## src/rtl/ysyx_22040125_arb_pkg.sv

```systemverilog
// Shared widths, defaults and state encoding for the IF/MEM bus arbiter.
package ysyx_22040125_arb_pkg;

  localparam int unsigned ADDR_W         = 32;
  localparam int unsigned WORD_W         = 32;
  localparam int unsigned DATA_W         = 64;
  localparam int unsigned MASK_W         = 8;
  localparam int unsigned STARVE_MAX_DEF = 4;
  localparam int unsigned TIMEOUT_DEF    = 255;
  localparam int unsigned STARVE_W       = 8;
  localparam int unsigned TIMER_W        = 16;

  typedef enum logic [1:0] {
    IDLE    = 2'd0,
    GNT_IF  = 2'd1,
    GNT_MEM = 2'd2
  } arb_state_e;

  // Fetches always read the whole doubleword containing the instruction.
  function automatic logic [ADDR_W-1:0] dword_align(input logic [ADDR_W-1:0] addr);
    return {addr[ADDR_W-1:3], 3'b000};
  endfunction

endpackage

```

## src/rtl/ysyx_22040125_arb_timer.sv

```systemverilog
// Bus wait counter: counts enabled cycles and flags the one that reaches TIMEOUT.
module ysyx_22040125_arb_timer
  import ysyx_22040125_arb_pkg::*;
#(
  parameter int unsigned TIMEOUT = TIMEOUT_DEF
) (
  input  logic clk,
  input  logic rst,
  input  logic clear,
  input  logic enable,
  output logic expire
);

  logic [TIMER_W-1:0] cnt_q, cnt_d;

  always_comb begin
    cnt_d = cnt_q;
    if (clear) begin
      cnt_d = '0;
    end else if (enable) begin
      cnt_d = cnt_q + TIMER_W'(1);
    end
  end

  always_ff @(posedge clk or posedge rst) begin
    if (rst) begin
      cnt_q <= '0;
    end else begin
      cnt_q <= cnt_d;
    end
  end

  // cnt_q holds the number of waiting cycles already elapsed before this one.
  assign expire = enable && !clear && (cnt_q == TIMER_W'(TIMEOUT - 1));

endmodule

```

## src/rtl/ysyx_22040125_mem_arbiter.sv

```systemverilog
// Two-requester (fetch, load/store) arbiter onto one 64-bit memory bus with
// anti-starvation for fetch and a bus timeout that aborts with a sticky error.
module ysyx_22040125_mem_arbiter
  import ysyx_22040125_arb_pkg::*;
#(
  parameter int unsigned STARVE_MAX = STARVE_MAX_DEF,
  parameter int unsigned TIMEOUT    = TIMEOUT_DEF
) (
  input  logic              clk,
  input  logic              rst,
  input  logic              if_req,
  input  logic [ADDR_W-1:0] if_addr,
  output logic [WORD_W-1:0] if_rdata,
  output logic              if_ready,
  input  logic              mem_req,
  input  logic              mem_we,
  input  logic [ADDR_W-1:0] mem_addr,
  input  logic [DATA_W-1:0] mem_wdata,
  input  logic [MASK_W-1:0] mem_wmask,
  output logic [DATA_W-1:0] mem_rdata,
  output logic              mem_ready,
  output logic              bus_valid,
  output logic              bus_we,
  output logic [ADDR_W-1:0] bus_addr,
  output logic [DATA_W-1:0] bus_wdata,
  output logic [MASK_W-1:0] bus_wmask,
  input  logic              bus_ack,
  input  logic [DATA_W-1:0] bus_rdata,
  output logic              pipe_stall,
  output logic              bus_err
);

  arb_state_e state_q, state_d;

  logic [STARVE_W-1:0] starve_q, starve_d;
  logic                if_hi_q;
  logic                if_ready_q, mem_ready_q;
  logic [WORD_W-1:0]   if_rdata_q;
  logic [DATA_W-1:0]   mem_rdata_q;
  logic                bus_valid_q, bus_we_q, bus_err_q;
  logic [ADDR_W-1:0]   bus_addr_q;
  logic [DATA_W-1:0]   bus_wdata_q;
  logic [MASK_W-1:0]   bus_wmask_q;

  logic if_req_eff, mem_req_eff;
  logic grant_if, grant_mem, done, abort;
  logic timer_clear, timer_enable, timer_expire;
  logic [WORD_W-1:0] if_word;

  // A request seen alongside its own ready pulse is the one just served.
  assign if_req_eff  = if_req & ~if_ready_q;
  assign mem_req_eff = mem_req & ~mem_ready_q;

  assign timer_clear  = (state_q == IDLE);
  assign timer_enable = (state_q != IDLE) && !bus_ack;

  ysyx_22040125_arb_timer #(
    .TIMEOUT(TIMEOUT)
  ) u_timer (
    .clk   (clk),
    .rst   (rst),
    .clear (timer_clear),
    .enable(timer_enable),
    .expire(timer_expire)
  );

  always_comb begin
    state_d   = state_q;
    grant_if  = 1'b0;
    grant_mem = 1'b0;
    done      = 1'b0;
    abort     = 1'b0;
    unique case (state_q)
      IDLE: begin
        if (if_req_eff && (!mem_req_eff || starve_q == STARVE_W'(STARVE_MAX))) begin
          state_d  = GNT_IF;
          grant_if = 1'b1;
        end else if (mem_req_eff) begin
          state_d   = GNT_MEM;
          grant_mem = 1'b1;
        end
      end
      GNT_IF, GNT_MEM: begin
        if (bus_ack) begin
          state_d = IDLE;
          done    = 1'b1;
        end else if (timer_expire) begin
          state_d = IDLE;
          abort   = 1'b1;
        end
      end
      default: state_d = IDLE;
    endcase
  end

  always_comb begin
    starve_d = starve_q;
    if (grant_if) begin
      starve_d = '0;
    end else if (grant_mem && if_req_eff && starve_q != STARVE_W'(STARVE_MAX)) begin
      starve_d = starve_q + STARVE_W'(1);
    end
  end

  assign if_word = if_hi_q ? bus_rdata[DATA_W-1:WORD_W] : bus_rdata[WORD_W-1:0];

  always_ff @(posedge clk or posedge rst) begin
    if (rst) begin
      state_q  <= IDLE;
      starve_q <= '0;
    end else begin
      state_q  <= state_d;
      starve_q <= starve_d;
    end
  end

  always_ff @(posedge clk or posedge rst) begin
    if (rst) begin
      if_hi_q     <= 1'b0;
      if_ready_q  <= 1'b0;
      mem_ready_q <= 1'b0;
      if_rdata_q  <= '0;
      mem_rdata_q <= '0;
      bus_valid_q <= 1'b0;
      bus_we_q    <= 1'b0;
      bus_addr_q  <= '0;
      bus_wdata_q <= '0;
      bus_wmask_q <= '0;
      bus_err_q   <= 1'b0;
    end else begin
      if_ready_q  <= 1'b0;
      mem_ready_q <= 1'b0;
      if (grant_if) begin
        bus_valid_q <= 1'b1;
        bus_we_q    <= 1'b0;
        bus_wmask_q <= '0;
        bus_wdata_q <= '0;
        bus_addr_q  <= dword_align(if_addr);
        if_hi_q     <= if_addr[2];
      end
      if (grant_mem) begin
        bus_valid_q <= 1'b1;
        bus_we_q    <= mem_we;
        bus_wmask_q <= mem_wmask;
        bus_wdata_q <= mem_wdata;
        bus_addr_q  <= mem_addr;
      end
      if (done || abort) begin
        bus_valid_q <= 1'b0;
        if (state_q == GNT_IF) begin
          if_ready_q <= 1'b1;
          if_rdata_q <= abort ? '0 : if_word;
        end else begin
          mem_ready_q <= 1'b1;
          if (abort) begin
            mem_rdata_q <= '0;
          end else if (!bus_we_q) begin
            mem_rdata_q <= bus_rdata;
          end
        end
      end
      if (abort) begin
        bus_err_q <= 1'b1;
      end
    end
  end

  assign if_ready   = if_ready_q;
  assign if_rdata   = if_rdata_q;
  assign mem_ready  = mem_ready_q;
  assign mem_rdata  = mem_rdata_q;
  assign bus_valid  = bus_valid_q;
  assign bus_we     = bus_we_q;
  assign bus_addr   = bus_addr_q;
  assign bus_wdata  = bus_wdata_q;
  assign bus_wmask  = bus_wmask_q;
  assign bus_err    = bus_err_q;
  assign pipe_stall = (if_req & ~if_ready_q) | (mem_req & ~mem_ready_q);

endmodule

```

## config.mk

```make
export PLATFORM = sky130hd
export DESIGN_NAME = ysyx_22040125_mem_arbiter
export DESIGN_NICKNAME = d
export VERILOG_FILES = /design/src/rtl/ysyx_22040125_arb_pkg.sv /design/src/rtl/ysyx_22040125_arb_timer.sv /design/src/rtl/ysyx_22040125_mem_arbiter.sv
export SDC_FILE = /design/constraint.sdc
export NUM_CORES = 1
export LEC_CHECK = 0
export ABC_CLOCK_PERIOD_IN_PS = 12200
export BUFFER_PORTS_ARGS = -buffer_cell sky130_fd_sc_hd__buf_4
export CAP_MARGIN = 15
export CORE_ASPECT_RATIO = 2
export CORE_MARGIN = 8
export CORE_UTILIZATION = 43
export DETAILED_ROUTE_END_ITERATION = 8
export PLACE_DENSITY = 0.77
export SYNTH_ARGS = -nofsm -noshare
export SYNTH_HDL_FRONTEND = slang
export SYNTH_SLANG_ARGS = --single-unit
```

## constraint.sdc

```tcl
create_clock -name clk -period 12.2 [get_ports clk]
set_clock_uncertainty 0.05 [all_clocks]
set_input_delay 2.44 -clock clk [delete_from_list [all_inputs] [get_ports clk]]
set_output_delay 2.44 -clock clk [all_outputs]
set_load 0.05 [all_outputs]
```

# [Yosys cells after proc, flatten, opt, wreduce, memory -nomap -nowiden]
# Cells that the tools add are included.
[op_classes] n_addsub=2 mul=0 div_mod_pow=0 order_cmp=0 eq_ne=8 n_shift=0 mux=38 bitwise=6 reduce_logical=21
[op_table] operator="$mux 64" count=4
[op_table] operator="$mux 32" count=4
[op_table] operator="$mux 16" count=2
[op_table] operator="$mux 8" count=4
[op_table] operator="$mux 1" count=19
[op_table] operator="$add 16x1->16 const B" count=1
[op_table] operator="$eq 16x8->1 const B" count=1
[op_table] operator="$add 8x1->8 const B" count=1
[op_table] operator="$eq 8x3->1 const B" count=1
[op_table] operator="$mux 2" count=4
[op_table] operator="$ne 8x3->1 const B" count=1
[op_table] operator="$reduce_bool 2->1" count=4
[op_table] operator="$logic_and 1x1->1" count=6
[op_table] operator="$ne 3x3->1 const B" count=2
[op_table] operator="$pmux 2 s2" count=1
[op_table] operator="$reduce_and 2->1" count=2
[op_table] operator="$logic_not 1->1" count=3
[op_table] operator="$not 1->1" count=3
[op_table] operator="$reduce_and 3->1" count=1
[op_table] operator="$reduce_bool 3->1" count=1
[op_table] operator="$and 1x1->1" count=2
[op_table] operator="$eq 2x1->1 const B" count=1
[op_table] operator="$eq 2x2->1 const B" count=1
[op_table] operator="$logic_not 2->1" count=1
[op_table] operator="4 further kinds" count=5
[totals] reg_bits=232 latch_bits=0 ramBits=0 romBits=0 inputBits=206 out_inout_bits=206 mem_count=0

# [Depth between registers and ports, before layout]
[logic_depth] word_depth=11 ltp_mapped=9 ltp_nobuf=7

# [Modules after synthesis]
# A second synthesis with hierarchy kept.
[hier_totals] cells_unflattened=966 hier_area_um2=10258.6
[by_module_without_submodules] module="ysyx_22040125_mem_arbiter" instances=1 cells_per_inst=875 area_per_inst_um2=9335.2 seq_area_each_um2=5405.2
[by_module_without_submodules] module="ysyx_22040125_arb_timer" instances=1 cells_per_inst=91 area_per_inst_um2=923.4 seq_area_each_um2=400.4

# [Worst setup path after synthesis]
# OpenSTA, ideal clock, no wires.
[synth_path] kind="input-to-output" startpoint="input mem_req" endpoint="output pipe_stall" t_arrival_ns=3.166 required_ns=9.710 slack_ns=6.544 cell_stages=2 cell_sequence="nor2b_1 > nand2b_1"
[synth_via] elab_chain_len=2
[synth_lines] element="start, declared" line="ysyx_22040125_mem_arbiter.sv:15" text="input logic mem_req,"
[synth_lines] element="$and 1x1->1" line="ysyx_22040125_mem_arbiter.sv:178" text="assign pipe_stall = (if_req & ~if_ready_q) | (mem_req & ~mem_ready_q);"
[synth_lines] element="$or 1x1->1" line="ysyx_22040125_mem_arbiter.sv:178"
[synth_lines] element="end, declared" line="ysyx_22040125_mem_arbiter.sv:29" text="output logic pipe_stall,"
# Every way passes these cells.

# [Final worst setup path]
# Same ends and word-level chain as after synthesis.

==> flow_summary.yaml <==
clocking:
  clockRootBuffer: "clkbuf_16"
  cts_tree: "done"
  cts.repair.resized: 0
  h-tree-depth: 1
  clock_sinks: 232
  clk_pin_slew_ns: 0.06
  cts.path.max_buffers: 3
  clock_latency_ns: 0.50
  postCtsSetupBuffers: 0
  cts_made_buffers: 22
  cts_hold_buf: 0
sta:
  grt_setup_unrepaired: "false"
  fin_tns_setup_ns: 0
  max_freq_ghz: 0.172
  finalHoldViolCount: 0
  setup_violations: 0
  worstMarginPinSlew_ns: 1.11
  finalCritPeriodShare_pct: 47.8
  period_minus_slack_ns: 5.83
  relSlewSlack_pct: 26.2
  drv_slew: 0
finish:
  final_common_cell: "buf_4"
  layout.cells.non_filler: 1387
  syn_to_final_growth_pct: 41.6
  nNetsFinal: 1311
  mostFrequentLayoutCells: "buf_4, dfrtp_1, a22o_1"
  n_antenna_cell: 0
  final_area_um2: 13400
  drive_gt1_share_pct: 42.1
logic_synthesis:
  synth_top_family_by_area: "compound AO/OA/AOI/OAI gates"
  ys_seq_elements: 232
  ys_async_sr_fraction_pct: 100
  yosysWarnings: 0
  synth_xor_xnor_area_share_pct: 1.76
  synth_fp_nets: 922
  synth_simple_gate_area_share_pct: 6.14
  synth_edf_count: 0
  synthMuxAreaShare_pct: 6.71
  ys_seq_area_share_pct: 61.5
  ys.flop_type: "dfrtp_1"
  syn-instance-count: 710
  synth_cell_types: 49
  synth_fa_ha_area_share_pct: 0.795
  synth_area_per_cell_um2: 13.3
  netlist_area_um2: 9440
  synth_compound_area_share_pct: 18.6
floorplanning:
  die-width_um: 121
  die-area_um2: 27200
  initial_core_util_pct: 43.7
  fp.coreArea_um2: 21600
  io_pins: 412
  rows: 76
  fp.dieH_um: 226
worst_setup_path:
  critPathMaxFanout: 4
  crit_family: "simple AND/OR/NAND/NOR gates"
  rr_endpoint: "bus_addr[25]"
  critPathKind: "in2out"
  end_kind: "primary output"
  critPathMostFrequentCell: "buf_4"
  cp_slowest_cell: "nor2b_1"
  cp_num_buf_inv: 2
  cp_data_arrival_time_ns: 3.34
  reg2reg_depth: 6
  path_cells: "buf_4 -> nor2b_1 -> nand2b_1 -> buf_4"
  slowest_delay_ns: 0.30
  timing.rr.start: "state_q[0]"
  r2r_slack_ns: 8.73
  crit_required_ns: 9.71
  start_kind: "input port"
global_routing:
  antenna_found_initial: 0
  grt_pass1_vias: 8191
  grt_pass1_wl_um: 47400
  grt_max_degree: 117
  grt_util_all_layers_pct: 22.4
  grt_overflow_total: 0
detailed_routing:
  num_vias: 7494
  ant_nets: 0
  wl_per_cell_um: 22.6
  drt_wl_total_um: 31300
  via_per_inst: 5.40
  dr.pass1.iters: 5
  drt_iter0_markers: 389
  drc: 0
hold_path:
  holdPathStages: 2
  holdPathEnd: "bus_addr[8]"
  min_from: "bus_addr[8]"
  hold_path_class: "reg2reg"
run_status:
  status: "finished clean"
pwr:
  cellLeakagePower_nw: 6.81
  p_per_area_nw_per_um2: 352
  ir_drop_mv: 0.206
place:
  gp_congestion: 0.850
  place_area_um2: 12600
  place_inst: 1348
  dp.final_hpwl_um: 23400
  numPortBuffers: 409
flow_run:
  cap_violations: 0
## metal layers
layer,share of wire [%],vias to the layer above,track usage [%]
met4,3.0,0,8.43
met2,54,361,41.0
li1,-,3388,-
met3,7.9,58,6.15
met1,35,3687,23.8
met5,0,-,0
## state kept, by name (all words and copies together), names as in the netlist, 2 cells and up
| register | flops |
|---|---|
| bus_addr | 32 |
| bus_wdata | 64 |
| bus_wmask | 8 |
| if_rdata | 32 |
| mem_rdata | 64 |
| starve_q | 8 |
| state_q | 2 |
| u_timer.cnt_q | 16 |
## area by class of cell
cell class,count,area [µm²]
multi-input cells,414,3220
flip-flops and latches,232,5810
inverters,12,52.6
repair buffers,417,3130
clock buffers,30,652
clock inverters,9,155
well taps,273,342
fillers,1725,8220
## worst max path at each step
stage	from	to	cells after the start
after detailed placement	mem_req	pipe_stall	4
final	mem_req	pipe_stall	4
after floorplan	rst	bus_addr[0]	1
after global placement	mem_req	pipe_stall	4
after global routing	mem_req	pipe_stall	4
after CTS	mem_req	pipe_stall	4
## Yosys cell counts, drive strengths merged (6+ instances only)
library cell    n  area [µm²]
xor2            7        61.3
inv            12        45.0
nand3           6        30.0
nor2           27         111
ha              6        75.1
nand2          42         160
a22o          140        1230
clkbuf         13        48.8
buf            39         329
xnor2          12         105
o21ai          33         165
o2bb2ai        32         280
mux2i          61         611
dfrtp         232        5810
nor3            6        30.0
## cells by family after synthesis
family,after synthesis
AOI/OAI and AO/OA,216
buffers and inverters,64
DFF,232
muxes,63
adders and majority gates,6
xor gates and xnor gates,19
and+or+nand+nor,110
## worst reg2reg max path, cell delays in order, from the launching register on
cell     delay (ns)
dfrtp_1        0.40
inv_1          0.07
ha_1           0.78
o211a_4        0.61
buf_4          0.74
mux2i_1        0.53
o21ai_0        0.13
## power breakdown
part / total (W) / internal, W / switching, W
clock network: 0.000758 / 0.000461 / 0.000297
logic: 0.00260 / 0.000820 / 0.00178
registers: 0.00135 / 0.00111 / 0.000235
## through the flow
step                hold slack, ns  power [W]  worst slack, ns  utilization, %
finish                       0.431    0.00471             6.37            61.9
global route                 0.452    0.00491             6.29            61.9
CTS                          0.436    0.00476             6.37            61.9
detailed placement           0.421    0.00398             6.37            58.2
global placement             0.415    0.00394             6.39            58.2
floorplan                    0.413    0.00316             3.35               -
Note: power is estimated with default switching activity, not from simulation.
